--- config.mk ---
export PLATFORM = sky130hd
export DESIGN_NAME = channel_in_tile_accumulator
export DESIGN_NICKNAME = d
export VERILOG_FILES = /design/src/rtl/channel_in_tile_accumulator_pkg.sv /design/src/rtl/channel_in_tile_accumulator_lane.sv /design/src/rtl/channel_in_tile_accumulator.sv
export SDC_FILE = /design/constraint.sdc
export NUM_CORES = 1
export LEC_CHECK = 0
export ABC_CLOCK_PERIOD_IN_PS = 3700
export CORE_MARGIN = 3
export CORE_UTILIZATION = 51
export CTS_BUF_LIST = sky130_fd_sc_hd__clkbuf_16
export CTS_CLUSTER_SIZE = 24
export DETAILED_ROUTE_END_ITERATION = 16
export PLACE_DENSITY = 0.77
export SLEW_MARGIN = 20
export SYNTH_ARGS = -nofsm -noshare
export SYNTH_HDL_FRONTEND = slang
export SYNTH_SLANG_ARGS = --single-unit
--- constraint.sdc ---
create_clock -name i_clk -period 3.7 [get_ports i_clk]
set_clock_uncertainty 0.1 [all_clocks]
set_input_delay 1.11 -clock i_clk [delete_from_list [all_inputs] [get_ports i_clk]]
set_output_delay 1.11 -clock i_clk [all_outputs]
set_load 0.02 [all_outputs]
--- src/rtl/channel_in_tile_accumulator_pkg.sv ---
// Shared defaults and FSM encoding for the channel-in tile accumulator.
package channel_in_tile_accumulator_pkg;

    localparam int unsigned DefLaneNum      = 4;
    localparam int unsigned DefInWidth      = 16;
    localparam int unsigned DefGuardBits    = 8;
    localparam int unsigned DefTileCntWidth = 12;

    typedef enum logic {
        StIdle,
        StRun
    } acc_state_e;

endpackage

--- src/rtl/channel_in_tile_accumulator_lane.sv ---
// One lane: sign-extend, saturating add, accumulator register and sticky saturation flag.
// o_sum is the combinational result of the beat currently presented.
module tile_acc_lane #(
    parameter int unsigned IN_WIDTH   = 16,
    parameter int unsigned GUARD_BITS = 8,
    localparam int unsigned ACC_WIDTH = IN_WIDTH + GUARD_BITS
) (
    input  logic                 i_clk,
    input  logic                 i_rst,
    input  logic                 i_clear,
    input  logic                 i_load,
    input  logic                 i_first,
    input  logic [IN_WIDTH-1:0]  i_data,
    output logic [ACC_WIDTH-1:0] o_sum,
    output logic                 o_sat
);

    logic [ACC_WIDTH-1:0] r_acc;
    logic                 r_sat;
    logic [ACC_WIDTH-1:0] w_in_sext;
    logic [ACC_WIDTH:0]   w_wide;
    logic                 w_ovf;
    logic                 w_clamp;

    assign w_in_sext = {{GUARD_BITS{i_data[IN_WIDTH-1]}}, i_data};
    // One extra bit so the true sum is exact and overflow shows as a sign disagreement.
    assign w_wide    = {r_acc[ACC_WIDTH-1], r_acc} + {w_in_sext[ACC_WIDTH-1], w_in_sext};
    assign w_ovf     = w_wide[ACC_WIDTH] ^ w_wide[ACC_WIDTH-1];
    assign w_clamp   = !i_first && w_ovf;

    always_comb begin
        o_sum = w_wide[ACC_WIDTH-1:0];
        if (i_first) begin
            o_sum = w_in_sext;
        end else if (w_ovf) begin
            o_sum = w_wide[ACC_WIDTH] ? {1'b1, {(ACC_WIDTH-1){1'b0}}}
                                      : {1'b0, {(ACC_WIDTH-1){1'b1}}};
        end
    end

    always_ff @(posedge i_clk) begin
        if (i_rst || i_clear) begin
            r_acc <= '0;
            r_sat <= 1'b0;
        end else if (i_load) begin
            r_acc <= o_sum;
            if (w_clamp) begin
                r_sat <= 1'b1;
            end
        end
    end

    assign o_sat = r_sat;

endmodule

--- src/rtl/channel_in_tile_accumulator.sv ---
// Temporal accumulator of channel-in tile partial sums; emits one saturated sum vector
// per output pixel under valid/ready.
module channel_in_tile_accumulator
    import channel_in_tile_accumulator_pkg::*;
#(
    parameter int unsigned LANE_NUM       = DefLaneNum,
    parameter int unsigned IN_WIDTH       = DefInWidth,
    parameter int unsigned GUARD_BITS     = DefGuardBits,
    parameter int unsigned TILE_CNT_WIDTH = DefTileCntWidth,
    localparam int unsigned ACC_WIDTH     = IN_WIDTH + GUARD_BITS
) (
    input  logic                          i_clk,
    input  logic                          i_rst,
    input  logic                          i_start,
    input  logic [TILE_CNT_WIDTH-1:0]     i_tile_num,
    input  logic [LANE_NUM*IN_WIDTH-1:0]  i_data_in,
    input  logic                          i_data_in_valid,
    output logic                          o_data_in_ready,
    output logic [LANE_NUM*ACC_WIDTH-1:0] o_data_out,
    output logic                          o_data_out_valid,
    input  logic                          i_data_out_ready,
    output logic                          o_overflow
);

    acc_state_e                    r_state;
    logic [TILE_CNT_WIDTH-1:0]     r_tcnt;
    logic [TILE_CNT_WIDTH-1:0]     r_tlast;
    logic [LANE_NUM*ACC_WIDTH-1:0] r_out;
    logic                          r_out_valid;

    logic                          w_last;
    logic                          w_ready;
    logic                          w_xfer;
    logic [TILE_CNT_WIDTH-1:0]     w_tlast_in;
    logic [LANE_NUM*ACC_WIDTH-1:0] w_sum;
    logic [LANE_NUM-1:0]           w_lane_sat;

    assign w_last     = (r_tcnt == r_tlast);
    // Only the final tile has to wait for a stalled output; earlier tiles keep flowing.
    assign w_ready    = (r_state == StRun) && !(r_out_valid && !i_data_out_ready && w_last);
    assign w_xfer     = i_data_in_valid && w_ready && !i_start;
    assign w_tlast_in = (i_tile_num == '0) ? '0 : i_tile_num - TILE_CNT_WIDTH'(1);

    for (genvar g = 0; g < LANE_NUM; g++) begin : g_lane
        tile_acc_lane #(
            .IN_WIDTH   (IN_WIDTH),
            .GUARD_BITS (GUARD_BITS)
        ) u_lane (
            .i_clk   (i_clk),
            .i_rst   (i_rst),
            .i_clear (i_start),
            .i_load  (w_xfer),
            .i_first (r_tcnt == '0),
            .i_data  (i_data_in[g*IN_WIDTH +: IN_WIDTH]),
            .o_sum   (w_sum[g*ACC_WIDTH +: ACC_WIDTH]),
            .o_sat   (w_lane_sat[g])
        );
    end

    always_ff @(posedge i_clk) begin
        if (i_rst) begin
            r_state     <= StIdle;
            r_tcnt      <= '0;
            r_tlast     <= '0;
            r_out       <= '0;
            r_out_valid <= 1'b0;
        end else if (i_start) begin
            r_state     <= StRun;
            r_tcnt      <= '0;
            r_tlast     <= w_tlast_in;
            r_out_valid <= 1'b0;
        end else begin
            if (w_xfer) begin
                r_tcnt <= w_last ? '0 : r_tcnt + TILE_CNT_WIDTH'(1);
            end
            if (w_xfer && w_last) begin
                r_out       <= w_sum;
                r_out_valid <= 1'b1;
            end else if (r_out_valid && i_data_out_ready) begin
                r_out_valid <= 1'b0;
            end
        end
    end

    assign o_data_in_ready  = w_ready;
    assign o_data_out       = r_out;
    assign o_data_out_valid = r_out_valid;
    assign o_overflow       = |w_lane_sat;

endmodule
==> results list, run 1 <==
- The signal on the critical path passes through dlygate4sd2_1 -> inv_1 -> fa_2 -> nand2b_4 -> a21oi_4 -> o22ai_2 -> o211a_1 -> o211ai_1 -> buf_4 -> o31ai_4 -> buf_4 -> o21a_1 -> or3_1 -> a21oi_1.
- Measured on the finished design, the core utilization comes to approximately four fifths.
- Final #Nets: 2437
- Count of final max-slew check failures: 0
* Worst hold slack after final layout: between 0.3 and 0.4 ns
- Average instance area after synthesis: between 8 and 9 um^2
* Synth-to-layout area growth: 49.4%
* Cell depth of the worst setup path: 14
- The worst-case IR drop observed on VDD is about 0.00026 V.
- OpenSTA, run right after detailed placement, puts the worst setup slack at -0.863 ns.
- Post-synthesis instance total: roughly 1700
* Drt initial violations: between 1500 and 2000
- Category of the most critical setup path: primary input to flop
- Counting along the longest clock path gives a buffer depth of 3.
* Endpoint of the most critical register-to-register path: o_data_out[79]$_SDFFE_PP0P_
- Antenna violations before repair: 1
* Endpoints failing hold: 0
- From bottom edge to top edge, the die measures around 170 um.
- Broken down by cell family, the worst path's largest delay share belongs to compound AO/OA/AOI/OAI gates.
* Max-cap violations: 0
- Final worst slack: between 0.004 and 0.005 ns
* Proportion of synthesized chip area in sequential cells: between 30% and 40%
- By count the netlist is led by dfxtp_1 (222), nand2_1 (194), a21oi_1 (182).
- In the synthesized netlist the dominant register cell turns out to be dfxtp_1.
* Starting density of the core: between 50 and 60%
- Final period utilization: between 90% and 100%
- The die covers roughly 29000 um^2.
- The final route contains between 15000 and 20000 vias.
- In this run the register-to-register setup slack is around 0.35 ns.
- CP Data Arrival Time: between 4 and 5 ns
* Met1 Track Usage GR: roughly two fifths
- In this run the worst setup path begins at i_data_in[49].
* Post-synthesis instance area: 14000 um^2
- Row generation in the floorplan step produced a little under 60 rows.
- By instance count, the leading cell after synthesis is dfxtp_1.
- The worst register-to-register path begins at g_lane[3].u_lane.r_acc[12]$_SDFFE_PP0P_.
* I/O pin cnt: 180
- Among the stages of the critical path, the cell type that occurs most often is buf_4.
- Crit path max-delay cell type: fa_2
* Number of DRC violations after detailed routing: 0
* Static Leakage: between 0.008 and 0.009 uW
- Worst skew pair latency: 0.55 ns
* Slew at the pin closest to its max-slew limit: about 0.8 ns
* Number of non-filler instances in the completed layout: 2608
- The worst pin sits at a relative slew slack of 47.0%.
* Post-DR vias/cell: approximately 6
- The die is ~170 um wide.
- Area of the core region: 26500 um^2
- Global routing usage summed across all routing layers: 33.2%
* Maximum number of pins on one net before global-route repair: between 80 and 90
* Clock root buffer master: clkbuf_16
- In this run the most used layer during global routing was met2.
- Cell count after placement: ~2500
- Final antenna-violating net count: 0
- The first detailed-routing pass ran for 7 iterations.
- Counting every sink on the clock net gives approximately 220.
- The largest total area in the synthesized netlist belongs to dfxtp_1.
- Clock tree synthesis inserted a total of 26 buffers.
* Final number of setup-violating endpoints: 0
- Largest cells by area after synthesis: dfxtp_1 (32%), ha_1 (8.9%), a21oi_1 (6.5%)
- Highest cell delay on the worst timing path: between 0.4 and 0.5 ns
- Required time at the endpoint of the critical path: between 4 and 5 ns
- Met3 Use GR: 5.75%
- The path class of the tightest hold or removal check is flop to flop.
- Unique cell type count in the Yosys netlist: between 80 and 90
- Final critical path time including I/O delays and setup: approximately 3.7 ns
- Counting flops with an async set or reset pin after synthesis yields a share of 0%.
* Startpoint type of the worst setup path: primary input
- Routability-driven placement finished with a final weighted congestion of 0.955.
- The run finished with clean final reports.
- The routed design has about 50000 um of wire.
- The synthesized design contains about 220 register bits.
* Global-route wire length before repair: approximately 81000 um
- RSZ-0062 raised after global routing: yes
- Timing endpoint of the critical path: o_data_out[79]$_SDFFE_PP0P_
- Top cell type's share of synthesized area: roughly a third
- # H-tree levels: 1
- After detailed routing, the average wire length per cell comes to 19.5 um.
- Biggest fanout along the worst timing path: 6
- Warnings from Yosys: 0
* Mapped Nets: 1929
- Number of global-route vias before repair: approximately 16000
- Number of buffers inserted by port buffering: 179
- Once detailed placement completed, the half-perimeter wirelength came to roughly 34000 um.
- Maximum operating frequency: 0.271 GHz
* Grt ovf: 0
- Global routing usage on met2: between 50 and 60%
- The worst setup path is captured at a flop.
- Of the cells placed in the final design, the portion with a size suffix greater than 1 is about a quarter.
- The number of cells on the worst reg-to-reg path is 13.
- In this run, synthesis inferred 0 flip-flops with an integrated enable.
- Clock-pin transition on the worst setup and hold timing paths: approximately 0.060 ns
- TritonCTS built the clock tree.
- Buf+Inv Stages, Crit Path: 4
* PD cells: a little under 300 nW/um^2
## kinds of logic (layout without fill, tap and decap cells)
kind of cell               after synthesis  after routing  share of synthesized area [%]
muxes                                    1              1                         0.0716
other                                    0              1                              0
xor gates and xnor gates               103            103                           6.45
AOI/OAI and AO/OA                      624            626                           29.8
DFF                                    222            222                           31.8
buffers and inverters                  133            658                           3.85
and+or+nand+nor                        559            559                           18.6
adders and majority gates              103            103                           9.43
## where the power goes
part           switching (uW)  total, uW  internal, uW
registers                25.3       2450          2420
clock network            1090       2630          1540
logic                     524        989           464
total                    1640       6070          4430
## worst register-to-register path: cells and delay by family, from the launching register on
family,cells,cell delay [ns]
compound gates,7,1.59
buf+inv,3,0.51
simple gates,2,0.48
flops,1,0.37
fa+ha+maj,1,0.22
## per-stage QoR
stage	area, um^2	setup TNS, ns	power, uW
after floorplan	14200	-0.0555	2940
after global placement	18700	-116.13	3370
after detailed placement	18700	-130.53	3390
after CTS	20400	0	6030
after global routing	20900	-0.204	6260
final	20900	0	6070
## area by class of cell
type	count	area (um^2)
Clock inverter	20	195
Sequential cell	222	4440
Timing Repair Buffer	574	5000
Tap cell	335	419
Antenna cell	1	2.50
Clock buffer	27	676
Inverter	37	139
Fill cell	1743	5600
Multi-Input combinational cell	1392	10000
## metal layers
metal	wire (um)	share of wire (%)
met5	0	0
met4	2450	4.8
met3	4120	8.1
met2	24100	47
met1	20200	40
## how the worst min path moves through the flow
stage,start,endpoint,slack (ns),cells past startpoint
after floorplan,g_lane[2].u_lane.o_sat$_SDFFE_PP0P_,g_lane[2].u_lane.o_sat$_SDFFE_PP0P_,0.32,2
after global placement,g_lane[2].u_lane.o_sat$_SDFFE_PP0P_,g_lane[2].u_lane.o_sat$_SDFFE_PP0P_,0.33,2
after detailed placement,g_lane[2].u_lane.o_sat$_SDFFE_PP0P_,g_lane[2].u_lane.o_sat$_SDFFE_PP0P_,0.34,2
after CTS,o_data_out[13]$_SDFFE_PP0P_,o_data_out[13]$_SDFFE_PP0P_,0.36,2
after global routing,o_data_out[79]$_SDFFE_PP0P_,o_data_out[79]$_SDFFE_PP0P_,0.37,2
final,o_data_out[20]$_SDFFE_PP0P_,o_data_out[20]$_SDFFE_PP0P_,0.35,2
## cell usage in the layout, fill, tap and decap left out, types with 11 or more instances in the layout
cell type | Yosys | final
a221o_1 | 15 | 15
buf_12 | 0 | 11
a21oi_1 | 182 | 166
or3_1 | 29 | 28
clkbuf_16 | 0 | 27
nand2_1 | 194 | 193
o21bai_1 | 11 | 11
nor3_1 | 35 | 28
nand2b_1 | 27 | 23
dlygate4sd2_1 | 0 | 15
o41ai_1 | 27 | 21
xor2_1 | 52 | 52
a21o_1 | 38 | 38
o31ai_1 | 28 | 24
a211oi_1 | 23 | 17
dlymetal6s2s_1 | 0 | 25
clkdlybuf4s50_1 | 0 | 130
nor2b_1 | 11 | 11
ha_1 | 99 | 58
inv_1 | 36 | 37
nor2_1 | 139 | 133
xnor2_1 | 51 | 51
o21a_1 | 18 | 18
and3_1 | 16 | 15
o21ai_0 | 109 | 96
nand3_1 | 51 | 50
buf_4 | 0 | 372
dfxtp_1 | 222 | 222
a21oi_2 | 0 | 12
a22o_1 | 23 | 23
o211ai_1 | 62 | 62
ha_4 | 0 | 33
## state kept, by name (all words and copies together) (netlist names)
name,cells
r_state,1
o_data_out_valid,1
r_tlast,12
r_tcnt,12
o_data_out,96
g_lane.u_lane.o_sat,4
g_lane.u_lane.r_acc,96
## repair_timing
item,4_1_cts,5_1_grt
setup endpoints to repair,180,173
setup buffers,28,12
hold endpoints to repair,0,0
resized for setup,132,89
pin swaps,54,80
cloned,6,0
hold buffers,0,0
Note: power is estimated with default switching activity, not from simulation.
==> run 2, diff against run 1 <==
--- a/config.mk
+++ b/config.mk
@@ -7,11 +7,11 @@
 export LEC_CHECK = 0
 export ABC_CLOCK_PERIOD_IN_PS = 3700
 export CORE_MARGIN = 3
-export CORE_UTILIZATION = 51
+export CORE_UTILIZATION = 42
 export CTS_BUF_LIST = sky130_fd_sc_hd__clkbuf_16
 export CTS_CLUSTER_SIZE = 24
 export DETAILED_ROUTE_END_ITERATION = 16
-export PLACE_DENSITY = 0.77
+export DONT_BUFFER_PORTS = 1
 export SLEW_MARGIN = 20
 export SYNTH_ARGS = -nofsm -noshare
 export SYNTH_HDL_FRONTEND = slang
==> results list, run 2 (same netlist as run 1, synthesis figures left out) <==
* Drt initial violations: 779 (was 1521)
* Static Leakage: 0.00702 uW (was 0.00896 uW)
* Row Count: 66 (was 59)
- Maximum number of pins on one net before global-route repair: 84 (unchanged)
* Number of vias in the routed layout: 13663 (was 16088)
- The number of CTS-inserted buffers came to 27 (was 26).
- The post-layout instance count excluding filler cells is 2351 (was 2608).
* Number of DRC violations after detailed routing: 0 (unchanged)
* Slew at the pin closest to its max-slew limit: 0.992 ns (was 0.793 ns)
- Critical-path cell list: ha_4 -> buf_4 -> nand3_1 -> nor4_1 -> a211o_1 -> o31a_1 -> nor2_1 -> o31ai_4 -> buf_4 -> nor2_2 -> a221o_1 (was dlygate4sd2_1 -> inv_1 -> fa_2 -> nand2b_4 -> a21oi_4 -> o22ai_2 -> o211a_1 -> o211ai_1 -> buf_4 -> o31ai_4 -> buf_4 -> o21a_1 -> or3_1 -> a21oi_1).
* Hold buffer count at cts: 0 (unchanged)
- Post-CTS Resized: 0 (was 132)
- Worst Setup End Kind: flop (unchanged)
* Global-route wire length before repair: 70800 um (was 80700 um)
* Die extent in x: 189 um (was 172 um)
* Category of the most critical setup path: primary input to flop (unchanged)
- Average wire per cell in the routed design: 18.8 um (was 19.5 um)
- The proportion of total power due to net switching is 25.2% (was 27.1%).
- The vertical die dimension came to 189 um (was 172 um).
- The worst setup slack after layout is 0.225 ns (was 0.00417 ns).
- The global-route total usage across every layer was 24.1% (was 33.2%).
- Worst relative slew slack: 33.9% (was 47.0%)
* CP Data Arrival Time: 3.80 ns (was 4.06 ns)
- Startpoint of the worst-slack reg-to-reg timing path: g_lane[3].u_lane.r_acc[12]$_SDFFE_PP0P_ (unchanged)
- PD cells: 346 nW/um^2 (was 290 nW/um^2)
- The number of antenna repair diodes came to 0 (was 1).
- Share of power burned in combinational logic: 11.2% (was 16.3%)
- The global route total overflow was 0 (unchanged).
* IR Drop Worst-Case VDD: 0.000347 V (was 0.000256 V)
- Startpoint type of the worst setup path: primary input (unchanged)
- The design internal power was 4380 uW (was 4430 uW).
* GP Congestion: 0.908 (was 0.955)
- The count of endpoints failing hold in the final timing report is 0 (unchanged).
- Reg2reg path depth: 11 (was 13)
- The final-stage net count is 2073 (was 2437).
- The fraction of the core area covered by cells at the end of the flow is 51.7% (was 78.9%).
- The largest fanout on the critical path came to 18 (was 6).
- The minimum period implied by the final worst setup slack is 3.47 ns (was 3.70 ns).
* Area of the core region: 32700 um^2 (was 26500 um^2)
- The initial antenna violation count was 1 (unchanged).
* Cell repeated most along the worst path: buf_4 (unchanged)
* Number of global-route vias before repair: 13451 (was 16058)
* Timing endpoint of the critical path: g_lane[3].u_lane.r_acc[22]$_SDFFE_PP0P_ (was o_data_out[79]$_SDFFE_PP0P_)
* I/O pin cnt: 180 (unchanged)
- TritonCTS Sinks: 222 (unchanged)
* Most frequent cells in the layout: dfxtp_1 (222), buf_4 (205), nand2_1 (194) (was buf_4 (372), dfxtp_1 (222), nand2_1 (193))
* Number of buffers between clock root and the deepest sink: 3 (unchanged)
- Worst slack at placement: -0.315 ns (was -0.863 ns)
- Count of final max-slew check failures: 0 (unchanged)
- The number of port buffers came to 0 (was 179).
- The effective utilization at floorplan is 42.8% (was 52.8%).
- The required time of the worst setup path is 4.03 ns (was 4.07 ns).
- Hold Path Class: flop to flop (unchanged)
* Worst skew pair latency: 0.55 ns (about the same)
- The maximum level of the CTS H-tree came to 1 (unchanged).
- Final antenna-violating net count: 0 (unchanged)
- RSZ-0062 raised after global routing: no (was yes)
- Setup repair bufs after CTS: 0 (was 28)
- The longest individual stage delay on the worst path is 0.72 ns (was 0.41 ns).
- Max-cap violations: 0 (unchanged)
- The number of iterations in the first detailed-routing pass is 5 (was 7).
- Die Footprint: 35500 um^2 (was 29500 um^2)
- Maximum operating frequency: 0.288 GHz (was 0.271 GHz)
- Status: finished, final reports clean (unchanged).
- Final number of setup-violating endpoints: 0 (unchanged)
* Critical Path Source: i_data_in[60] (was i_data_in[49])
- Clock tree from TritonCTS: built (unchanged)
- Final period utilization: 93.9% (was 99.9%)
- The switching power was 1480 uW (was 1640 uW).
- CP top delay family: compound AO/OA/AOI/OAI gates (unchanged)
- Sequential Power Share: 42.1% (was 40.4%)
* Post-DR vias/cell: 5.81 (was 6.17)
- Synth-to-layout area growth: 21.0% (was 49.4%)
* Cell depth of the worst setup path: 11 (was 14)
* Buf+Inv Stages, Crit Path: 2 (was 4)
* Share of layout cells above drive strength 1: 15.6% (was 26.2%)
* Leading cell type in the layout, fill and taps excluded: dfxtp_1 (was buf_4)
* Cell count after placement: 2302 (was 2514)
- Proportion of power drawn by the clock network: 46.8% (was 43.3%)
* Crit path max-delay cell type: o31ai_4 (was fa_2)
- The clock transition time at the flip-flop clock pins of the worst setup and hold paths is 0.06 ns (about the same).
* HPWL after DPL: 32600 um (was 34500 um)
- Endpoint of the most critical register-to-register path: g_lane[3].u_lane.r_acc[22]$_SDFFE_PP0P_ (was o_data_out[79]$_SDFFE_PP0P_)
- Clock root buffer master: clkbuf_16 (unchanged)
- The slack of the worst reg-to-reg path came to 0.43 ns (was 0.35 ns).
- The total detailed-routing wirelength was 44300 um (was 50900 um).
## run 2: worst min path at each step
stage / start / endpoint / slack, ns / cells past startpoint
6_report: g_lane[3].u_lane.o_sat$_SDFFE_PP0P_ / g_lane[3].u_lane.o_sat$_SDFFE_PP0P_ / 0.35 / 2
5_1_grt: g_lane[3].u_lane.r_acc[3]$_SDFFE_PP0P_ / g_lane[3].u_lane.r_acc[3]$_SDFFE_PP0P_ / 0.38 / 2
4_1_cts: g_lane[2].u_lane.o_sat$_SDFFE_PP0P_ / g_lane[2].u_lane.o_sat$_SDFFE_PP0P_ / 0.35 / 2
3_5_place_dp: g_lane[2].u_lane.o_sat$_SDFFE_PP0P_ / g_lane[2].u_lane.o_sat$_SDFFE_PP0P_ / 0.34 / 2
3_3_place_gp: g_lane[2].u_lane.o_sat$_SDFFE_PP0P_ / g_lane[2].u_lane.o_sat$_SDFFE_PP0P_ / 0.34 / 2
2_1_floorplan: g_lane[2].u_lane.o_sat$_SDFFE_PP0P_ / g_lane[2].u_lane.o_sat$_SDFFE_PP0P_ / 0.32 / 2
## run 2: power groups by stage
stage	clock [uW]	combinational, uW	sequential [uW]
after floorplan	0	430	2510
after global placement	0	639	2510
after detailed placement	0	649	2520
after CTS	2800	653	2460
after global routing	2900	726	2470
final	2740	654	2460
## run 2: worst register-to-register path: cells and delay by family (launching register included)
kind	cells	cell delay, ns
compound gates	4	1.46
fa+ha+maj	1	0.29
buf+inv	2	0.38
flops	1	0.33
simple gates	4	0.61
## run 2: layout make-up
| cell class | instances | area (um^2) |
|---|---|---|
| inverters | 37 | 139 |
| repair buffers | 211 | 1660 |
| fillers | 3211 | 15800 |
| clock inverters | 22 | 231 |
| multi-input cells | 1390 | 9220 |
| clock buffers | 27 | 676 |
| well taps | 442 | 553 |
| flip-flops and latches | 222 | 4440 |
## run 2: stage by stage
step | hold WS, ns | setup TNS (ns) | cell area, um^2 | power, uW
finish | 0.353 | 0 | 16900 | 5860
global route | 0.378 | 0 | 16900 | 6090
CTS | 0.350 | 0 | 16900 | 5910
detailed placement | 0.337 | -23.22 | 16000 | 3160
global placement | 0.340 | -17.17 | 16000 | 3150
floorplan | 0.320 | -0.0555 | 14200 | 2940
## run 2: layer usage
layer	routed length, um	vias up	global-route usage [%]
met2	20600	330	41.8
met4	1160	2	5.87
met5	20	-	0
met3	2780	74	5.10
met1	19700	6509	30.7
li1	-	6748	-
==> run 3, diff against run 2 <==
--- a/config.mk
+++ b/config.mk
@@ -7,7 +7,7 @@
 export LEC_CHECK = 0
 export ABC_CLOCK_PERIOD_IN_PS = 3700
 export CORE_MARGIN = 3
-export CORE_UTILIZATION = 42
+export CORE_UTILIZATION = 30
 export CTS_BUF_LIST = sky130_fd_sc_hd__clkbuf_16
 export CTS_CLUSTER_SIZE = 24
 export DETAILED_ROUTE_END_ITERATION = 16
==> results list, run 3 (same netlist as run 1, synthesis figures left out) <==
* Global routing usage summed across all routing layers: 18.2% (was 24.1%)
* Grt ovf: 0 (unchanged)
- Final number of setup-violating endpoints: 0 (unchanged)
- Worst slack at placement: -0.374 ns (was -0.315 ns)
- Most frequent cells in the layout: dfxtp_1 (222), buf_4 (204), nand2_1 (194) (was dfxtp_1 (222), buf_4 (205), nand2_1 (194))
- Count of final max-slew check failures: 0 (unchanged)
- Biggest fanout along the worst timing path: 10 (was 18)
* Category of the most critical setup path: primary input to flop (unchanged)
- Final routed wirelength across all metal layers: 46400 um (was 44300 um)
- The required time of the worst setup path was 4.03 ns (about the same).
* Reg2reg path depth: 13 (was 11)
- Switching share of power: 27.1% (was 25.2%)
* Timing endpoint of the critical path: o_data_out[35]$_SDFFE_PP0P_ (was g_lane[3].u_lane.r_acc[22]$_SDFFE_PP0P_)
* Hold Path Class: flop to flop (unchanged)
* GP Congestion: 0.877 (was 0.908)
- The max-cap violation count is 0 (unchanged).
- Status: finished, final reports clean (unchanged).
- Antenna violations before repair: 1 (unchanged)
- Worst relative slew slack: 28.5% (was 33.9%)
- The vias per cell was 5.42 (was 5.81).
- The master cell of the clock root buffer is clkbuf_16 (unchanged).
- The row count came to 78 (was 66).
- The arrival time at the worst endpoint is 3.87 ns (was 3.80 ns).
- Number of buffers between clock root and the deepest sink: 3 (unchanged)
- The wire length of the first global-routing pass came to 73900 um (was 70800 um).
- Final #Nets: 2072 (was 2073)
- Number of vias in the routed layout: 13608 (was 13663)
- The largest net degree at the start of global routing came to 62 (was 84).
* Final total negative setup slack: 0 ns (unchanged)
- The area of the core region is 45700 um^2 (was 32700 um^2).
* Psw: 1570 uW (was 1480 uW)
- Cell Int Power: 4210 uW (was 4380 uW)
- RSZ-0062 raised after global routing: no (unchanged).
- Startpoint type of the worst setup path: primary input (unchanged)
* Endpoint of the most critical register-to-register path: o_data_out[35]$_SDFFE_PP0P_ (was g_lane[3].u_lane.r_acc[22]$_SDFFE_PP0P_)
- The clock transition time at the flip-flop clock pins of the worst setup and hold paths is 0.06 ns (about the same).
- The number of nets still failing antenna checks after routing was 0 (unchanged).
- IR Drop Worst-Case VDD: 0.000356 V (was 0.000347 V)
- Worst skew pair latency: 0.57 ns (was 0.55 ns)
- Die extent in x: 222 um (was 189 um)
* TritonCTS Sinks: 222 (unchanged)
- # H-tree levels: 1 (unchanged)
- Slew at the pin closest to its max-slew limit: 1.07 ns (was 0.992 ns)
* Clock tree from TritonCTS: built (unchanged)
- Leading cell type in the layout, fill and taps excluded: dfxtp_1 (unchanged)
- The final worst-path cycle share came to 95.5% (was 93.9%).
* Number of DRC violations after detailed routing: 0 (unchanged)
- Total power: 5780 uW (was 5860 uW)
- Final critical path time including I/O delays and setup: 3.53 ns (was 3.47 ns)
- Setup repair bufs after CTS: 0 (unchanged)
- Post-CTS Resized: 0 (unchanged)
- The count of pins on the block boundary came to 180 (unchanged).
* Sequential Power Share: 42.6% (was 42.1%)
* WHS Path Cells: 2 (unchanged)
- The placed cell count was 2457 (was 2302).
- HPWL after DPL: 34800 um (was 32600 um)
- The number of global-route vias before repair is 13538 (was 13451).
- The synthesis-to-finish area growth came to 22.0% (was 21.0%).
- Share of layout cells above drive strength 1: 15.9% (was 15.6%)
- The ratio of total power to cell area was 339 nW/um^2 (was 346 nW/um^2).
- The kind of capture point of the worst setup path is a flop (unchanged).
* Total CTS buffers: 29 (was 27)
- The launch instance of the worst register-to-register path is g_lane[1].u_lane.r_acc[0]$_SDFFE_PP0P_ (was g_lane[3].u_lane.r_acc[12]$_SDFFE_PP0P_).
* Share of power burned in combinational logic: 11.3% (was 11.2%)
- Endpoints failing hold: 0 (unchanged)
- Hold buffer count at cts: 0 (unchanged)
* Average wire per cell in the routed design: 18.5 um (was 18.8 um)
* Drt initial violations: 901 (was 779)
- Final worst slack: 0.165 ns (was 0.225 ns)
- Chip height: 222 um (was 189 um)
- The worst hold slack after final layout came to 0.344 ns (was 0.353 ns).
- Worst reg2reg setup slack: 0.38 ns (was 0.43 ns)
- Number of buffers inserted by port buffering: 0 (unchanged)
- Pre-Repair DR Iteration Count: 6 (was 5)
* Number of non-filler instances in the completed layout: 2512 (was 2351)
* Die Footprint: 49300 um^2 (was 35500 um^2)
- The leakage power is 0.00699 uW (was 0.00702 uW).
* Critical Path Source: i_data_in[16] (was i_data_in[60])
- The part of the power in the clock network was 46.1% (was 46.8%).
* Maximum operating frequency: 0.283 GHz (was 0.288 GHz)
- Starting density of the core: 30.6% (was 42.8%)
## run 3: cell count changes in the layout (fill, tap and decap cells not counted), moves of 2 or more
| cell | delta |
|---|---|
| clkinv_1 | -6 |
| clkbuf_16 | +2 |
| buf_12 | -2 |
| clkinvlp_4 | +3 |
| bufinv_16 | -4 |
| clkinv_4 | +2 |
| clkinv_2 | +5 |
## run 3: through the flow
| stage | util [%] | instance area [um^2] |
|---|---|---|
| finish | 37.4 | 17100 |
| floorplan | - | 14200 |
| global placement | 35.4 | 16200 |
| global route | 37.4 | 17100 |
| detailed placement | 35.4 | 16200 |
| CTS | 37.4 | 17100 |
## run 3: worst min-delay path by stage
| stage | startpoint | endpoint | slack (ns) |
|---|---|---|---|
| floorplan | g_lane[2].u_lane.o_sat$_SDFFE_PP0P_ | g_lane[2].u_lane.o_sat$_SDFFE_PP0P_ | 0.32 |
| global placement | g_lane[2].u_lane.o_sat$_SDFFE_PP0P_ | g_lane[2].u_lane.o_sat$_SDFFE_PP0P_ | 0.34 |
| detailed placement | g_lane[2].u_lane.o_sat$_SDFFE_PP0P_ | g_lane[2].u_lane.o_sat$_SDFFE_PP0P_ | 0.34 |
| CTS | g_lane[2].u_lane.o_sat$_SDFFE_PP0P_ | g_lane[2].u_lane.o_sat$_SDFFE_PP0P_ | 0.35 |
| global route | g_lane[0].u_lane.r_acc[7]$_SDFFE_PP0P_ | g_lane[0].u_lane.r_acc[7]$_SDFFE_PP0P_ | 0.37 |
| finish | g_lane[2].u_lane.o_sat$_SDFFE_PP0P_ | g_lane[2].u_lane.o_sat$_SDFFE_PP0P_ | 0.34 |
## run 3: area by class of cell
cell class / instances / area (um^2)
clock inverter: 25 / 178
antenna: 1 / 2.50
inverter: 37 / 139
timing repair buffer: 208 / 1610
tap: 600 / 751
multi-input combinational: 1390 / 9210
clock buffer: 29 / 726
fill: 4759 / 28600
sequential: 222 / 4440
## run 3: layer usage
layer	GRT usage, %	up-vias	wire length, um
met3	4.65	56	3000
met5	0	-	0
met2	31.2	304	21900
met1	22.9	6487	20500
li1	-	6761	-
met4	4.60	0	1000
## run 3: power by group through the flow
stage	clock, uW	combinational, uW	sequential [uW]
CTS	2760	653	2460
floorplan	0	430	2510
detailed placement	0	649	2520
global placement	0	638	2510
global route	2840	726	2470
finish	2670	654	2460
## run 3: worst max-delay path: stages
cell and delay [ns]:
ha_1 0.18, inv_1 0.07, fa_1 0.43, nand2b_4 0.16
a21oi_2 0.15, o21a_1 0.17, a41oi_2 0.13, o31ai_2 0.34
a2111o_1 0.21, and2_1 0.21, buf_4 0.21, a21oi_1 0.12
o41ai_1 0.35
